File: src/rtl/ws281x_pkg.sv
// Shared definitions for the WS281x serial receiver and driver:
// FSM state encoding, word geometry and pulse-counter limits.
package ws281x_pkg;

    typedef logic [1:0] rx_state_t;

    localparam rx_state_t ST_IDLE = 2'd0;
    localparam rx_state_t ST_ARM  = 2'd1;
    localparam rx_state_t ST_HIGH = 2'd2;
    localparam rx_state_t ST_LOW  = 2'd3;

    localparam int unsigned BITS_PER_WORD = 24;
    localparam logic [4:0]  BIT_CNT_LAST  = 5'(BITS_PER_WORD - 1);
    localparam logic [9:0]  HI_CNT_SAT    = 10'd1023;

    // A zero gap length would never be "reached"; the shortest usable gap is one cycle.
    function automatic logic [15:0] eff_reset_period(input logic [15:0] period);
        return (period == 16'd0) ? 16'd1 : period;
    endfunction

endpackage

File: src/rtl/ws281x_rx_fifo.sv
// Show-ahead FIFO for received GRB words; the head is visible on rdata while
// not empty and reads as zero when empty.
module ws281x_rx_fifo #(
    parameter int DEPTH = 4,
    parameter int WIDTH = 24
) (
    input  logic             mclk,
    input  logic             h_reset_n,
    input  logic             push,
    input  logic [WIDTH-1:0] wdata,
    input  logic             pop,
    output logic [WIDTH-1:0] rdata,
    output logic             full,
    output logic             empty
);

    localparam int AW = $clog2(DEPTH);

    logic [AW:0]      wr_ptr_q, wr_ptr_d;
    logic [AW:0]      rd_ptr_q, rd_ptr_d;
    logic [WIDTH-1:0] mem_q [DEPTH];
    logic [WIDTH-1:0] mem_d [DEPTH];
    logic             do_push;
    logic             do_pop;

    assign empty = (wr_ptr_q == rd_ptr_q);
    assign full  = (wr_ptr_q[AW] != rd_ptr_q[AW]) &&
                   (wr_ptr_q[AW-1:0] == rd_ptr_q[AW-1:0]);

    // A pop on a full FIFO frees the slot the same-cycle push lands in.
    assign do_pop  = pop & ~empty;
    assign do_push = push & (~full | do_pop);

    assign rdata = empty ? '0 : mem_q[rd_ptr_q[AW-1:0]];

    always_comb begin
        mem_d    = mem_q;
        wr_ptr_d = wr_ptr_q;
        rd_ptr_d = rd_ptr_q;
        if (do_push) begin
            mem_d[wr_ptr_q[AW-1:0]] = wdata;
            wr_ptr_d                = wr_ptr_q + {{AW{1'b0}}, 1'b1};
        end
        if (do_pop) begin
            rd_ptr_d = rd_ptr_q + {{AW{1'b0}}, 1'b1};
        end
    end

    always_ff @(posedge mclk or negedge h_reset_n) begin
        if (!h_reset_n) begin
            wr_ptr_q <= '0;
            rd_ptr_q <= '0;
            for (int i = 0; i < DEPTH; i++) begin
                mem_q[i] <= '0;
            end
        end else begin
            wr_ptr_q <= wr_ptr_d;
            rd_ptr_q <= rd_ptr_d;
            mem_q    <= mem_d;
        end
    end

endmodule

File: src/rtl/ws281x_rx.sv
// WS281x serial receiver: synchronizes rxd, measures high-pulse widths to
// decode bits, assembles 24-bit GRB words and buffers them in a FIFO.
module ws281x_rx
    import ws281x_pkg::*;
#(
    parameter int SYNC_STAGES = 2,
    parameter int FIFO_DEPTH  = 4
) (
    input  logic        mclk,
    input  logic        h_reset_n,
    input  logic        rxd,
    input  logic        cfg_rx_enb,
    input  logic [9:0]  cfg_th_thresh,
    input  logic [15:0] cfg_reset_period,
    input  logic        rx_rd,
    input  logic        rx_ovf_clr,
    output logic [23:0] rx_data,
    output logic        rx_dval,
    output logic        rx_ovf,
    output logic        rx_bit_err,
    output logic        rx_frame_done
);

    logic [SYNC_STAGES-1:0] sync_q, sync_d;
    logic                   rxd_dly_q, rxd_dly_d;
    rx_state_t              state_q, state_d;
    logic [9:0]             hi_cnt_q, hi_cnt_d;
    logic [15:0]            lo_cnt_q, lo_cnt_d;
    logic [4:0]             bit_cnt_q, bit_cnt_d;
    logic [23:0]            sr_q, sr_d;
    logic                   push_q, push_d;
    logic                   word_seen_q, word_seen_d;
    logic                   bit_err_q, bit_err_d;
    logic                   frame_done_q, frame_done_d;
    logic                   ovf_q, ovf_d;

    logic        rxd_s;
    logic        rise;
    logic        fall;
    logic [15:0] period;
    logic [15:0] lo_inc;
    logic [9:0]  hi_inc;
    logic        gap_reached;
    logic        rx_bit;
    logic        fifo_full;
    logic        fifo_empty;

    assign sync_d    = {sync_q[SYNC_STAGES-2:0], rxd};
    assign rxd_s     = sync_q[SYNC_STAGES-1];
    assign rxd_dly_d = rxd_s;
    assign rise      = rxd_s & ~rxd_dly_q;
    assign fall      = ~rxd_s & rxd_dly_q;

    assign period = eff_reset_period(cfg_reset_period);
    assign lo_inc = (lo_cnt_q == 16'hFFFF) ? lo_cnt_q : lo_cnt_q + 16'd1;
    assign hi_inc = (hi_cnt_q == HI_CNT_SAT) ? hi_cnt_q : hi_cnt_q + 10'd1;
    // True only on the cycle the low count first crosses the gap length.
    assign gap_reached = (lo_cnt_q < period) && (lo_inc >= period);
    assign rx_bit      = (hi_cnt_q > cfg_th_thresh);

    always_comb begin
        state_d      = state_q;
        hi_cnt_d     = hi_cnt_q;
        lo_cnt_d     = lo_cnt_q;
        bit_cnt_d    = bit_cnt_q;
        sr_d         = sr_q;
        word_seen_d  = word_seen_q;
        push_d       = 1'b0;
        bit_err_d    = 1'b0;
        frame_done_d = 1'b0;

        if (!cfg_rx_enb) begin
            state_d     = ST_IDLE;
            hi_cnt_d    = '0;
            lo_cnt_d    = '0;
            bit_cnt_d   = '0;
            sr_d        = '0;
            word_seen_d = 1'b0;
        end else begin
            case (state_q)
                ST_IDLE: begin
                    state_d   = ST_ARM;
                    lo_cnt_d  = '0;
                    bit_cnt_d = '0;
                    sr_d      = '0;
                end
                // Wait for a full latch gap so decoding never starts mid-word.
                ST_ARM: begin
                    if (rxd_s) begin
                        lo_cnt_d = '0;
                    end else begin
                        lo_cnt_d = lo_inc;
                        if (lo_inc >= period) begin
                            state_d     = ST_LOW;
                            bit_cnt_d   = '0;
                            sr_d        = '0;
                            word_seen_d = 1'b0;
                        end
                    end
                end
                ST_LOW: begin
                    if (rise) begin
                        hi_cnt_d = '0;
                        state_d  = ST_HIGH;
                    end else begin
                        lo_cnt_d = lo_inc;
                        if (gap_reached) begin
                            if (bit_cnt_q != 5'd0) begin
                                bit_err_d = 1'b1;
                                bit_cnt_d = '0;
                                sr_d      = '0;
                            end else if (word_seen_q) begin
                                frame_done_d = 1'b1;
                                word_seen_d  = 1'b0;
                            end
                        end
                    end
                end
                default: begin
                    if (fall) begin
                        sr_d     = {sr_q[22:0], rx_bit};
                        lo_cnt_d = '0;
                        state_d  = ST_LOW;
                        if (bit_cnt_q == BIT_CNT_LAST) begin
                            bit_cnt_d   = '0;
                            push_d      = 1'b1;
                            word_seen_d = 1'b1;
                        end else begin
                            bit_cnt_d = bit_cnt_q + 5'd1;
                        end
                    end else begin
                        hi_cnt_d = hi_inc;
                        if ((hi_inc == HI_CNT_SAT) && (hi_cnt_q != HI_CNT_SAT)) begin
                            bit_err_d = 1'b1;
                            bit_cnt_d = '0;
                            sr_d      = '0;
                            lo_cnt_d  = '0;
                            state_d   = ST_ARM;
                        end
                    end
                end
            endcase
        end
    end

    // Sticky overflow: a set in the same cycle as a clear wins.
    assign ovf_d = (ovf_q & ~rx_ovf_clr) | (push_q & fifo_full & ~rx_rd);

    always_ff @(posedge mclk or negedge h_reset_n) begin
        if (!h_reset_n) begin
            sync_q       <= '0;
            rxd_dly_q    <= 1'b0;
            state_q      <= ST_IDLE;
            hi_cnt_q     <= '0;
            lo_cnt_q     <= '0;
            bit_cnt_q    <= '0;
            sr_q         <= '0;
            push_q       <= 1'b0;
            word_seen_q  <= 1'b0;
            bit_err_q    <= 1'b0;
            frame_done_q <= 1'b0;
            ovf_q        <= 1'b0;
        end else begin
            sync_q       <= sync_d;
            rxd_dly_q    <= rxd_dly_d;
            state_q      <= state_d;
            hi_cnt_q     <= hi_cnt_d;
            lo_cnt_q     <= lo_cnt_d;
            bit_cnt_q    <= bit_cnt_d;
            sr_q         <= sr_d;
            push_q       <= push_d;
            word_seen_q  <= word_seen_d;
            bit_err_q    <= bit_err_d;
            frame_done_q <= frame_done_d;
            ovf_q        <= ovf_d;
        end
    end

    ws281x_rx_fifo #(
        .DEPTH (FIFO_DEPTH),
        .WIDTH (24)
    ) u_fifo (
        .mclk      (mclk),
        .h_reset_n (h_reset_n),
        .push      (push_q),
        .wdata     (sr_q),
        .pop       (rx_rd),
        .rdata     (rx_data),
        .full      (fifo_full),
        .empty     (fifo_empty)
    );

    assign rx_dval       = ~fifo_empty;
    assign rx_ovf        = ovf_q;
    assign rx_bit_err    = bit_err_q;
    assign rx_frame_done = frame_done_q;

endmodule

File: config.mk
export PLATFORM = sky130hd
export DESIGN_NAME = ws281x_rx
export DESIGN_NICKNAME = d
export VERILOG_FILES = /design/src/rtl/ws281x_pkg.sv /design/src/rtl/ws281x_rx_fifo.sv /design/src/rtl/ws281x_rx.sv
export SDC_FILE = /design/constraint.sdc
export NUM_CORES = 1
export LEC_CHECK = 0
export CORE_MARGIN = 5
export CORE_UTILIZATION = 51
export CTS_CLUSTER_DIAMETER = 40
export DETAILED_ROUTE_END_ITERATION = 7
export PLACE_DENSITY = 0.7
export SYNTH_ARGS = -nofsm -noshare
export SYNTH_HDL_FRONTEND = slang
export SYNTH_SLANG_ARGS = --single-unit
File: constraint.sdc
create_clock -name mclk -period 5 [get_ports mclk]
set_input_delay 1.5 -clock mclk [delete_from_list [all_inputs] [get_ports mclk]]
set_output_delay 1.5 -clock mclk [all_outputs]
set_load 0.05 [all_outputs]
==> flow_summary.html, run 1 <==
<table>
<tr><th>Metric</th><th>Value</th></tr>
<tr><th colspan="2">Timing</th></tr>
<tr><td>Final Skew</td><td>0.01037 ns</td></tr>
<tr><td>Final setup TNS</td><td>0 ns</td></tr>
<tr><td>Final setup slack of the worst path</td><td>0.4746 ns</td></tr>
<tr><td>Maximum clock frequency</td><td>221.0 MHz</td></tr>
<tr><td>Total of endpoints with negative setup slack in the final report</td><td>0</td></tr>
<tr><td>Unrepaired setup endpoints after global routing</td><td>no</td></tr>
<tr><td>Fin. Hold Viols</td><td>0</td></tr>
<tr><td>Final Cycle Share</td><td>0.9051</td></tr>
<tr><td>Normalized max-slew margin</td><td>0.2370</td></tr>
<tr><td>Fin. max-slew vios</td><td>0</td></tr>
<tr><td>Slew @ Worst Pin</td><td>1.145 ns</td></tr>
<tr><td>Min cycle time layout</td><td>4.525 ns</td></tr>
<tr><th colspan="2">Clock tree</th></tr>
<tr><td>TritonCTS clock tree</td><td>built</td></tr>
<tr><td>Clock insertion delay at the later pin of the skew report</td><td>0.43 ns</td></tr>
<tr><td>Library cell used as clock root buffer</td><td>sky130_fd_sc_hd__clkbuf_16</td></tr>
<tr><td>Inserted Clock Buffers</td><td>17</td></tr>
<tr><td>Maximum buffer depth of the clock tree</td><td>2</td></tr>
<tr><td>Total of cells resized after clock tree synthesis</td><td>0</td></tr>
<tr><td>Number of setup buffers added after CTS</td><td>0</td></tr>
<tr><td>Max H-tree Level</td><td>4</td></tr>
<tr><td>TritonCTS Sinks</td><td>167</td></tr>
<tr><td>Hold-fix buffers, CTS</td><td>0</td></tr>
<tr><td>Clock-pin slew on the worst setup and hold paths</td><td>0.06 ns</td></tr>
<tr><th colspan="2">Floorplanning</th></tr>
<tr><td>Effective utilization at floorplan</td><td>0.5211</td></tr>
<tr><td>Horizontal die dimension</td><td>142.9 um</td></tr>
<tr><td>Vertical extent of the die</td><td>142.9 um</td></tr>
<tr><td>Die outline area</td><td>0.02043 mm^2</td></tr>
<tr><td>Floorplan row count</td><td>48</td></tr>
<tr><td>Boundary Pins</td><td>60</td></tr>
<tr><td>Placeable Area</td><td>0.01730 mm^2</td></tr>
<tr><th colspan="2">Synthesis</th></tr>
<tr><td>Unique masters post-synth</td><td>70</td></tr>
<tr><td>Mapped Nets</td><td>853</td></tr>
<tr><td>Top cell type's share of synthesized area</td><td>0.4637</td></tr>
<tr><td>Synth warnings</td><td>0</td></tr>
<tr><td>Sequential share of the synthesized area</td><td>0.4637</td></tr>
<tr><td>FF+latch count, synth</td><td>167</td></tr>
<tr><td>Main area contributors after synthesis</td><td>sky130_fd_sc_hd__dfrtp_1 (46%), sky130_fd_sc_hd__mux2_2 (12%), sky130_fd_sc_hd__ha_1 (6.9%)</td></tr>
<tr><td>Summed instance area of the synthesized netlist</td><td>0.009012 mm^2</td></tr>
<tr><td>Synth Area per Inst</td><td>11.69 um^2</td></tr>
<tr><td>Cell taking the most area after synthesis</td><td>sky130_fd_sc_hd__dfrtp_1</td></tr>
<tr><td>Fraction of registers with async set or reset after synthesis</td><td>1.000</td></tr>
<tr><td>Number of flops mapped to enable cells by yosys</td><td>0</td></tr>
<tr><td>Flip-flop cell with the highest count after synthesis</td><td>sky130_fd_sc_hd__dfrtp_1</td></tr>
<tr><td>Synth Instances</td><td>771</td></tr>
<tr><th colspan="2">Placed design</th></tr>
<tr><td>Instance area at placement</td><td>0.009833 mm^2</td></tr>
<tr><td>Final estimated routing congestion in global placement</td><td>0.9244</td></tr>
<tr><td>Pre-CTS WS</td><td>0.4648 ns</td></tr>
<tr><td>Hpwl dp</td><td>13070 um</td></tr>
<tr><td>Count of buffers inserted at the top-level ports</td><td>59</td></tr>
<tr><th colspan="2">GRT</th></tr>
<tr><td>Largest net degree at the start of global routing</td><td>100</td></tr>
<tr><td>Overall overflow remaining after global route</td><td>0</td></tr>
<tr><td>Initial antenna violation count</td><td>0</td></tr>
<tr><td>Wire length of the first global-routing pass</td><td>32790 um</td></tr>
<tr><td>All-layer global routing usage</td><td>0.2010</td></tr>
<tr><td>Vias in the first global route</td><td>6449</td></tr>
<tr><th colspan="2">Setup path</th></tr>
<tr><td>Endpoint required time on the critical path</td><td>3.50 ns</td></tr>
<tr><td>Crit path kind</td><td>flop to primary output</td></tr>
<tr><td>Crit path capture</td><td>rx_data[0]</td></tr>
<tr><td>Type of destination of the critical path</td><td>primary output</td></tr>
<tr><td>Launching point of the worst reg2reg path</td><td>lo_cnt_q[0]</td></tr>
<tr><td>Reg-to-reg critical path endpoint</td><td>sr_q[4]</td></tr>
<tr><td>Largest fanout on the critical path</td><td>25</td></tr>
<tr><td>Critical Path Start Type</td><td>flop</td></tr>
<tr><td>Worst Path Arrival</td><td>3.03 ns</td></tr>
<tr><td>Critical path launch point</td><td>u_fifo.wr_ptr_q[0]</td></tr>
<tr><td>Setup slack on the worst flop-to-flop path</td><td>0.85 ns</td></tr>
<tr><td>Reg2reg path depth</td><td>15</td></tr>
<tr><th colspan="2">Min path</th></tr>
<tr><td>Worst min path class</td><td>flop to flop</td></tr>
<tr><th colspan="2">Cells and area</th></tr>
<tr><td>Finished Cell Area</td><td>0.01047 mm^2</td></tr>
<tr><td>Nets</td><td>909</td></tr>
<tr><td>Post-Route Utilization</td><td>0.6052</td></tr>
<tr><td>Area Growth Syn to Fin</td><td>16.15%</td></tr>
<tr><td>Ant. Diodes</td><td>0</td></tr>
<tr><td>Fraction of layout instances using a drive strength above 1</td><td>0.2155</td></tr>
<tr><td>Fillers</td><td>1358</td></tr>
<tr><th colspan="2">Drt</th></tr>
<tr><td>DRC Markers</td><td>0</td></tr>
<tr><td>Wire length per cell</td><td>18.15 um</td></tr>
<tr><td>Total length of routed wires</td><td>19330 um</td></tr>
<tr><td>Pre-Repair DR Iteration Count</td><td>5</td></tr>
<tr><td>DR vias</td><td>6322</td></tr>
<tr><td>DR iter-0 viols</td><td>373</td></tr>
<tr><td>Via-to-Cell Ratio</td><td>5.936</td></tr>
<tr><td>Remaining number of nets flagged by the antenna check after routing</td><td>0</td></tr>
<tr><th colspan="2">Run</th></tr>
<tr><td>Max cap viols</td><td>0</td></tr>
<tr><th colspan="2">Pwr</th></tr>
<tr><td>Pleak</td><td>0.004981 uW</td></tr>
<tr><td>Pwr dens</td><td>303.6 mW/mm^2</td></tr>
<tr><td>Worst vdd rail ir drop</td><td>0.3438 mV</td></tr>
<tr><th colspan="2">Run status</th></tr>
<tr><td>Outcome</td><td>completed</td></tr>
</table>
[logic make-up (layout without fill, tap and decap cells)]
kind of cell | after synthesis | count (layout) | share of synthesized area
adders and majority gates | 50 | 50 | 0.06942
buffers and inverters | 79 | 148 | 0.03651
and+or+nand+nor | 183 | 183 | 0.1065
xor gates and xnor gates | 19 | 19 | 0.01930
muxes | 121 | 121 | 0.1806
DFF | 167 | 167 | 0.4637
AOI/OAI and AO/OA | 152 | 152 | 0.1240
[state kept, by name, summed over array words and instances, names as in the netlist, 2 cells and up]
name,count
sr_q,24
u_fifo.rd_ptr_q,3
lo_cnt_q,16
hi_cnt_q,10
u_fifo.wr_ptr_q,3
state_q,2
bit_cnt_q,5
sync_q,2
u_fifo.mem_q,96
[cell usage after synthesis (11+ instances only)]
library cell               count
sky130_fd_sc_hd__a21oi_1      21
sky130_fd_sc_hd__a22o_1       23
sky130_fd_sc_hd__buf_2        11
sky130_fd_sc_hd__clkbuf_1     17
sky130_fd_sc_hd__dfrtp_1     167
sky130_fd_sc_hd__ha_1         50
sky130_fd_sc_hd__inv_1        45
sky130_fd_sc_hd__mux2_2       93
sky130_fd_sc_hd__mux4_2       24
sky130_fd_sc_hd__nand2_1      49
sky130_fd_sc_hd__nand3_1      19
sky130_fd_sc_hd__nor2_1       26
sky130_fd_sc_hd__nor2b_1      30
sky130_fd_sc_hd__o21ai_0      36
sky130_fd_sc_hd__xnor2_1      14
[worst min path at each step]
stage | from | endpoint | slack, ns | cells after the start
after floorplan | sync_q[0] | sync_q[1] | 0.33 | 0
after global placement | sync_q[0] | sync_q[1] | 0.34 | 0
after detailed placement | sync_q[0] | sync_q[1] | 0.34 | 0
after CTS | sync_q[0] | sync_q[1] | 0.36 | 0
after global routing | sync_q[0] | sync_q[1] | 0.38 | 0
final | sync_q[0] | sync_q[1] | 0.36 | 0
[per-stage QoR]
step	power, uW	hold WS [ns]	std cells
floorplan	1672	0.3312	771
global placement	1802	0.3390	1033
detailed placement	1810	0.3436	1033
CTS	3211	0.3583	1065
global route	3301	0.3764	1065
finish	3178	0.3554	1065
[power by group]
part           leakage [uW]  internal, uW  switching [uW]
registers           0.00231          1370            13.7
clock network      0.000301           856             547
logic               0.00237           155             240
total               0.00498          2380             801
[critical path, stage by stage (launching register included)]
cell and delay, ns:
sky130_fd_sc_hd__dfrtp_1 0.42, sky130_fd_sc_hd__xnor2_1 0.23, sky130_fd_sc_hd__and3_1 0.95, sky130_fd_sc_hd__nor2b_1 0.21, sky130_fd_sc_hd__clkdlybuf4s50_1 0.77
[metal layers]
metal	vias up	GRT usage	share of wire
li1	2961	-	-
met4	0	0.06253	0.017
met1	3189	0.2751	0.45
met5	-	0	0
met3	30	0.03818	0.036
met2	142	0.3274	0.50
[cell type report]
cell class	instances	area, um^2	share of cell area
Inverter	45	168.9	0.01614
Tap cell	225	281.5	0.02689
Clock buffer	19	442.9	0.04231
Multi-Input combinational cell	525	4509	0.4308
Clock inverter	13	191.4	0.01829
Timing Repair Buffer	71	694.4	0.06634
Sequential cell	167	4179	0.3992
[placed cells by master (no fill, tap or decap), types with 5 or more instances in the layout]
| cell type | count |
|---|---|
| sky130_fd_sc_hd__o31ai_2 | 5 |
| sky130_fd_sc_hd__clkdlybuf4s50_1 | 58 |
| sky130_fd_sc_hd__a21oi_1 | 21 |
| sky130_fd_sc_hd__o21a_1 | 6 |
| sky130_fd_sc_hd__clkbuf_16 | 17 |
| sky130_fd_sc_hd__o21ai_0 | 36 |
| sky130_fd_sc_hd__xnor2_1 | 14 |
| sky130_fd_sc_hd__nand3_1 | 19 |
| sky130_fd_sc_hd__nor2b_1 | 30 |
| sky130_fd_sc_hd__nor2_1 | 26 |
| sky130_fd_sc_hd__nand4_1 | 10 |
| sky130_fd_sc_hd__a22o_1 | 23 |
| sky130_fd_sc_hd__inv_1 | 45 |
| sky130_fd_sc_hd__and2_1 | 5 |
| sky130_fd_sc_hd__a31oi_1 | 10 |
| sky130_fd_sc_hd__nand2_1 | 49 |
| sky130_fd_sc_hd__nor3_1 | 9 |
| sky130_fd_sc_hd__ha_1 | 50 |
| sky130_fd_sc_hd__dfrtp_1 | 167 |
| sky130_fd_sc_hd__mux4_2 | 24 |
| sky130_fd_sc_hd__and3_1 | 9 |
| sky130_fd_sc_hd__buf_4 | 11 |
| sky130_fd_sc_hd__mux2_2 | 93 |
| sky130_fd_sc_hd__o31ai_1 | 5 |
Power figures use the tool's default switching activity.
==> run 2: changes to the inputs <==
==> constraint.sdc (replaced) <==
create_clock -name mclk -period 5.3 [get_ports mclk]
set_input_delay 1.59 -clock mclk [delete_from_list [all_inputs] [get_ports mclk]]
set_output_delay 1.59 -clock mclk [all_outputs]
set_load 0.05 [all_outputs]
==> run 2 against run 1 <==
Effect of this change:
- sequential cell count is the same
- clock power decreased by 13%
- sequential power shrank 3%
- combinational power fell by 11%
- critical path type unchanged
- core utilization decreased by 0.24 points
- via count down 1.5%
- die area did not move
- total power is 8.6% lower
- critical endpoint unchanged
- non-clock buffer count rose by 1
==> flow_summary.html, run 2 (synthesis results as in run 1) <==
<table>
<tr><th>Metric</th><th>Value</th></tr>
<tr><th colspan="2">Run status</th></tr>
<tr><td>Outcome</td><td>completed</td></tr>
<tr><th colspan="2">Timing</th></tr>
<tr><td>Final setup TNS</td><td>0 ns (unchanged)</td></tr>
<tr><td>Fin. max-slew vios</td><td>0 (unchanged)</td></tr>
<tr><td>Unrepaired setup endpoints after global routing</td><td>no</td></tr>
<tr><td>Slew @ Worst Pin</td><td>1.075 ns (-0.06964 ns)</td></tr>
<tr><td>Normalized max-slew margin</td><td>0.2834 (+0.04642)</td></tr>
<tr><td>Maximum clock frequency</td><td>222.3 MHz</td></tr>
<tr><td>Final Cycle Share</td><td>0.8487</td></tr>
<tr><td>Total of endpoints with negative setup slack in the final report</td><td>0 (unchanged)</td></tr>
<tr><td>Fin. Hold Viols</td><td>0 (unchanged)</td></tr>
<tr><td>Min cycle time layout</td><td>4.498 ns</td></tr>
<tr><td>Final Skew</td><td>0.007423 ns (-0.002949 ns)</td></tr>
<tr><th colspan="2">GRT</th></tr>
<tr><td>Initial antenna violation count</td><td>0 (unchanged)</td></tr>
<tr><td>Overall overflow remaining after global route</td><td>0 (unchanged)</td></tr>
<tr><td>Largest net degree at the start of global routing</td><td>122 (+22%)</td></tr>
<tr><td>Vias in the first global route</td><td>6410 (-0.60%)</td></tr>
<tr><td>Wire length of the first global-routing pass</td><td>31930 um (-2.6%)</td></tr>
<tr><td>All-layer global routing usage</td><td>0.1958 (-0.005274)</td></tr>
<tr><th colspan="2">Cells and area</th></tr>
<tr><td>Register with the most flip-flops</td><td>u_fifo.mem_q</td></tr>
<tr><td>Ant. Diodes</td><td>0 (unchanged)</td></tr>
<tr><td>Area Growth Syn to Fin</td><td>15.69%</td></tr>
<tr><td>Non-Filler Instances</td><td>1066 (+0.094%)</td></tr>
<tr><td>Fraction of layout instances using a drive strength above 1</td><td>0.2152 (-0.0002562)</td></tr>
<tr><td>Fillers</td><td>1366 (+0.59%)</td></tr>
<tr><td>Regs by FF count</td><td>u_fifo.mem_q: 96 flops, sr_q: 24 flops, lo_cnt_q: 16 flops</td></tr>
<tr><td>Flip-flop count of the largest register after layout</td><td>96 (unchanged)</td></tr>
<tr><td>Most common cell after layout, fill and taps aside</td><td>sky130_fd_sc_hd__dfrtp_1</td></tr>
<tr><td>Commonest cells after routing, fill and taps aside</td><td>sky130_fd_sc_hd__dfrtp_1 (167), sky130_fd_sc_hd__mux2_2 (93), sky130_fd_sc_hd__clkdlybuf4s50_1 (58)</td></tr>
<tr><td>Nets</td><td>910 (+0.11%)</td></tr>
<tr><th colspan="2">Clock tree</th></tr>
<tr><td>Maximum buffer depth of the clock tree</td><td>2 (unchanged)</td></tr>
<tr><td>Hold-fix buffers, CTS</td><td>0 (unchanged)</td></tr>
<tr><td>Max H-tree Level</td><td>4 (unchanged)</td></tr>
<tr><td>Inserted Clock Buffers</td><td>17 (unchanged)</td></tr>
<tr><td>Library cell used as clock root buffer</td><td>sky130_fd_sc_hd__clkbuf_16</td></tr>
<tr><td>TritonCTS Sinks</td><td>167 (unchanged)</td></tr>
<tr><td>TritonCTS clock tree</td><td>built</td></tr>
<tr><td>Total of cells resized after clock tree synthesis</td><td>0 (unchanged)</td></tr>
<tr><td>Number of setup buffers added after CTS</td><td>0 (unchanged)</td></tr>
<tr><td>Clock insertion delay at the later pin of the skew report</td><td>0.43 ns (about the same)</td></tr>
<tr><td>Clock-pin slew on the worst setup and hold paths</td><td>0.06 ns (about the same)</td></tr>
<tr><th colspan="2">Setup path</th></tr>
<tr><td>Reg2reg path depth</td><td>15 (unchanged)</td></tr>
<tr><td>Crit path kind</td><td>flop to primary output</td></tr>
<tr><td>Slowest stage cell, crit path</td><td>sky130_fd_sc_hd__clkdlybuf4s50_1</td></tr>
<tr><td>Type of destination of the critical path</td><td>primary output</td></tr>
<tr><td>Largest fanout on the critical path</td><td>25 (unchanged)</td></tr>
<tr><td>Critical Path Start Type</td><td>flop</td></tr>
<tr><td>Setup slack on the worst flop-to-flop path</td><td>1.12 ns (+0.27 ns)</td></tr>
<tr><td>Critical path launch point</td><td>u_fifo.rd_ptr_q[0]</td></tr>
<tr><td>Highest cell delay on the worst timing path</td><td>0.84 ns (-0.11 ns)</td></tr>
<tr><td>Launching point of the worst reg2reg path</td><td>lo_cnt_q[0]</td></tr>
<tr><td>Reg-to-reg critical path endpoint</td><td>sr_q[4]</td></tr>
<tr><td>CP Cell Sequence</td><td>xnor2_1 -&gt; and3_1 -&gt; buf_4 -&gt; nor2b_1 -&gt; clkdlybuf4s50_1</td></tr>
<tr><td>Endpoint required time on the critical path</td><td>3.71 ns (+0.21 ns)</td></tr>
<tr><td>Worst Path Arrival</td><td>2.91 ns (-0.12 ns)</td></tr>
<tr><th colspan="2">Min path</th></tr>
<tr><td>Worst hold path depth</td><td>0 (unchanged)</td></tr>
<tr><td>Hold wc startpoint</td><td>sync_q[0]</td></tr>
<tr><td>Worst min path class</td><td>flop to flop</td></tr>
<tr><td>Worst hold path endpoint</td><td>sync_q[1]</td></tr>
<tr><th colspan="2">Drt</th></tr>
<tr><td>DR iter-0 viols</td><td>392 (+5.1%)</td></tr>
<tr><td>Wire length per cell</td><td>17.86 um (-1.6%)</td></tr>
<tr><td>Via-to-Cell Ratio</td><td>5.841 (-1.6%)</td></tr>
<tr><td>DRC Markers</td><td>0 (unchanged)</td></tr>
<tr><td>DR vias</td><td>6226 (-1.5%)</td></tr>
<tr><td>Pre-Repair DR Iteration Count</td><td>5 (unchanged)</td></tr>
<tr><td>Total length of routed wires</td><td>19040 um (-1.5%)</td></tr>
<tr><td>Remaining number of nets flagged by the antenna check after routing</td><td>0 (unchanged)</td></tr>
<tr><th colspan="2">Placed design</th></tr>
<tr><td>Hpwl dp</td><td>13170 um (+0.79%)</td></tr>
<tr><td>Final estimated routing congestion in global placement</td><td>0.9395 (+1.6%)</td></tr>
<tr><td>DP Cell Count</td><td>1034 (+0.097%)</td></tr>
<tr><td>Count of buffers inserted at the top-level ports</td><td>59 (unchanged)</td></tr>
<tr><th colspan="2">Floorplanning</th></tr>
<tr><td>Vertical extent of the die</td><td>142.9 um (unchanged)</td></tr>
<tr><td>Die outline area</td><td>0.02043 mm^2 (unchanged)</td></tr>
<tr><td>Effective utilization at floorplan</td><td>0.5211 (unchanged)</td></tr>
<tr><td>Boundary Pins</td><td>60 (unchanged)</td></tr>
<tr><td>Floorplan row count</td><td>48 (unchanged)</td></tr>
<tr><td>Placeable Area</td><td>0.01730 mm^2 (unchanged)</td></tr>
<tr><td>Horizontal die dimension</td><td>142.9 um (unchanged)</td></tr>
<tr><th colspan="2">Pwr</th></tr>
<tr><td>Pwr dens</td><td>278.6 mW/mm^2 (-8.2%)</td></tr>
<tr><td>Final Power</td><td>2904 uW (-8.6%)</td></tr>
<tr><td>Pleak</td><td>0.004969 uW (-0.24%)</td></tr>
<tr><td>Worst vdd rail ir drop</td><td>0.2667 mV (-22%)</td></tr>
<tr><th colspan="2">Run</th></tr>
<tr><td>Max cap viols</td><td>0 (unchanged)</td></tr>
</table>
run 2: changes by cell type in the layout (fill, tap and decap cells not counted):
cell,change
sky130_fd_sc_hd__inv_6,-4
sky130_fd_sc_hd__bufinv_16,-2
sky130_fd_sc_hd__buf_4,+1
sky130_fd_sc_hd__clkinvlp_4,-1
sky130_fd_sc_hd__clkinv_4,+3
sky130_fd_sc_hd__clkbuf_1,+1
sky130_fd_sc_hd__clkinv_2,+2
sky130_fd_sc_hd__clkbuf_8,+1
run 2: how the worst max path moves through the flow:
stage,endpoint,slack (ns),depth (start not counted)
3_5_place_dp,sr_q[4],0.65,12
6_report,rx_data[0],0.80,5
2_1_floorplan,rx_data[10],1.58,4
5_1_grt,rx_data[0],0.63,5
4_1_cts,rx_data[1],0.75,4
3_3_place_gp,sr_q[4],0.88,12
run 2: power by group:
| group | switching [uW] | total [uW] | internal, uW | leakage [uW] |
|---|---|---|---|---|
| combinational | 192 | 350 | 159 | 0.00238 |
| clock | 497 | 1220 | 718 | 0.000283 |
| sequential | 49.9 | 1340 | 1290 | 0.00231 |
| total | 739 | 2900 | 2170 | 0.00497 |
run 2: layout make-up:
type	count	area, um^2	area share
clock inverters	11	125.1	0.01200
flip-flops and latches	167	4179	0.4008
well taps	225	281.5	0.02700
multi-input cells	525	4509	0.4325
clock buffers	21	460.4	0.04416
inverters	45	168.9	0.01620
repair buffers	72	701.9	0.06732
run 2: layer usage:
metal,global-route usage,part of all wire
met3,0.04354,0.037
met5,0,0
met4,0.05703,0.012
met2,0.3284,0.51
met1,0.2567,0.44
run 2: stage by stage:
step | hold WS (ns) | utilization | cell area, um^2 | worst slack [ns]
2_1_floorplan | 0.3312 | - | 9012 | 1.577
3_3_place_gp | 0.3380 | 0.5689 | 9841 | 0.8760
3_5_place_dp | 0.3426 | 0.5689 | 9841 | 0.6540
4_1_cts | 0.3557 | 0.6028 | 10430 | 0.7459
5_1_grt | 0.3672 | 0.6028 | 10430 | 0.6311
6_report | 0.3529 | 0.6028 | 10430 | 0.8017
run 2: critical path: cells and delay by family (launching register included):
kind | cells | cell delay, ns
xor+xnor | 1 | 0.19
simple gates | 2 | 0.45
buf+inv | 2 | 1.07
flops | 1 | 0.75
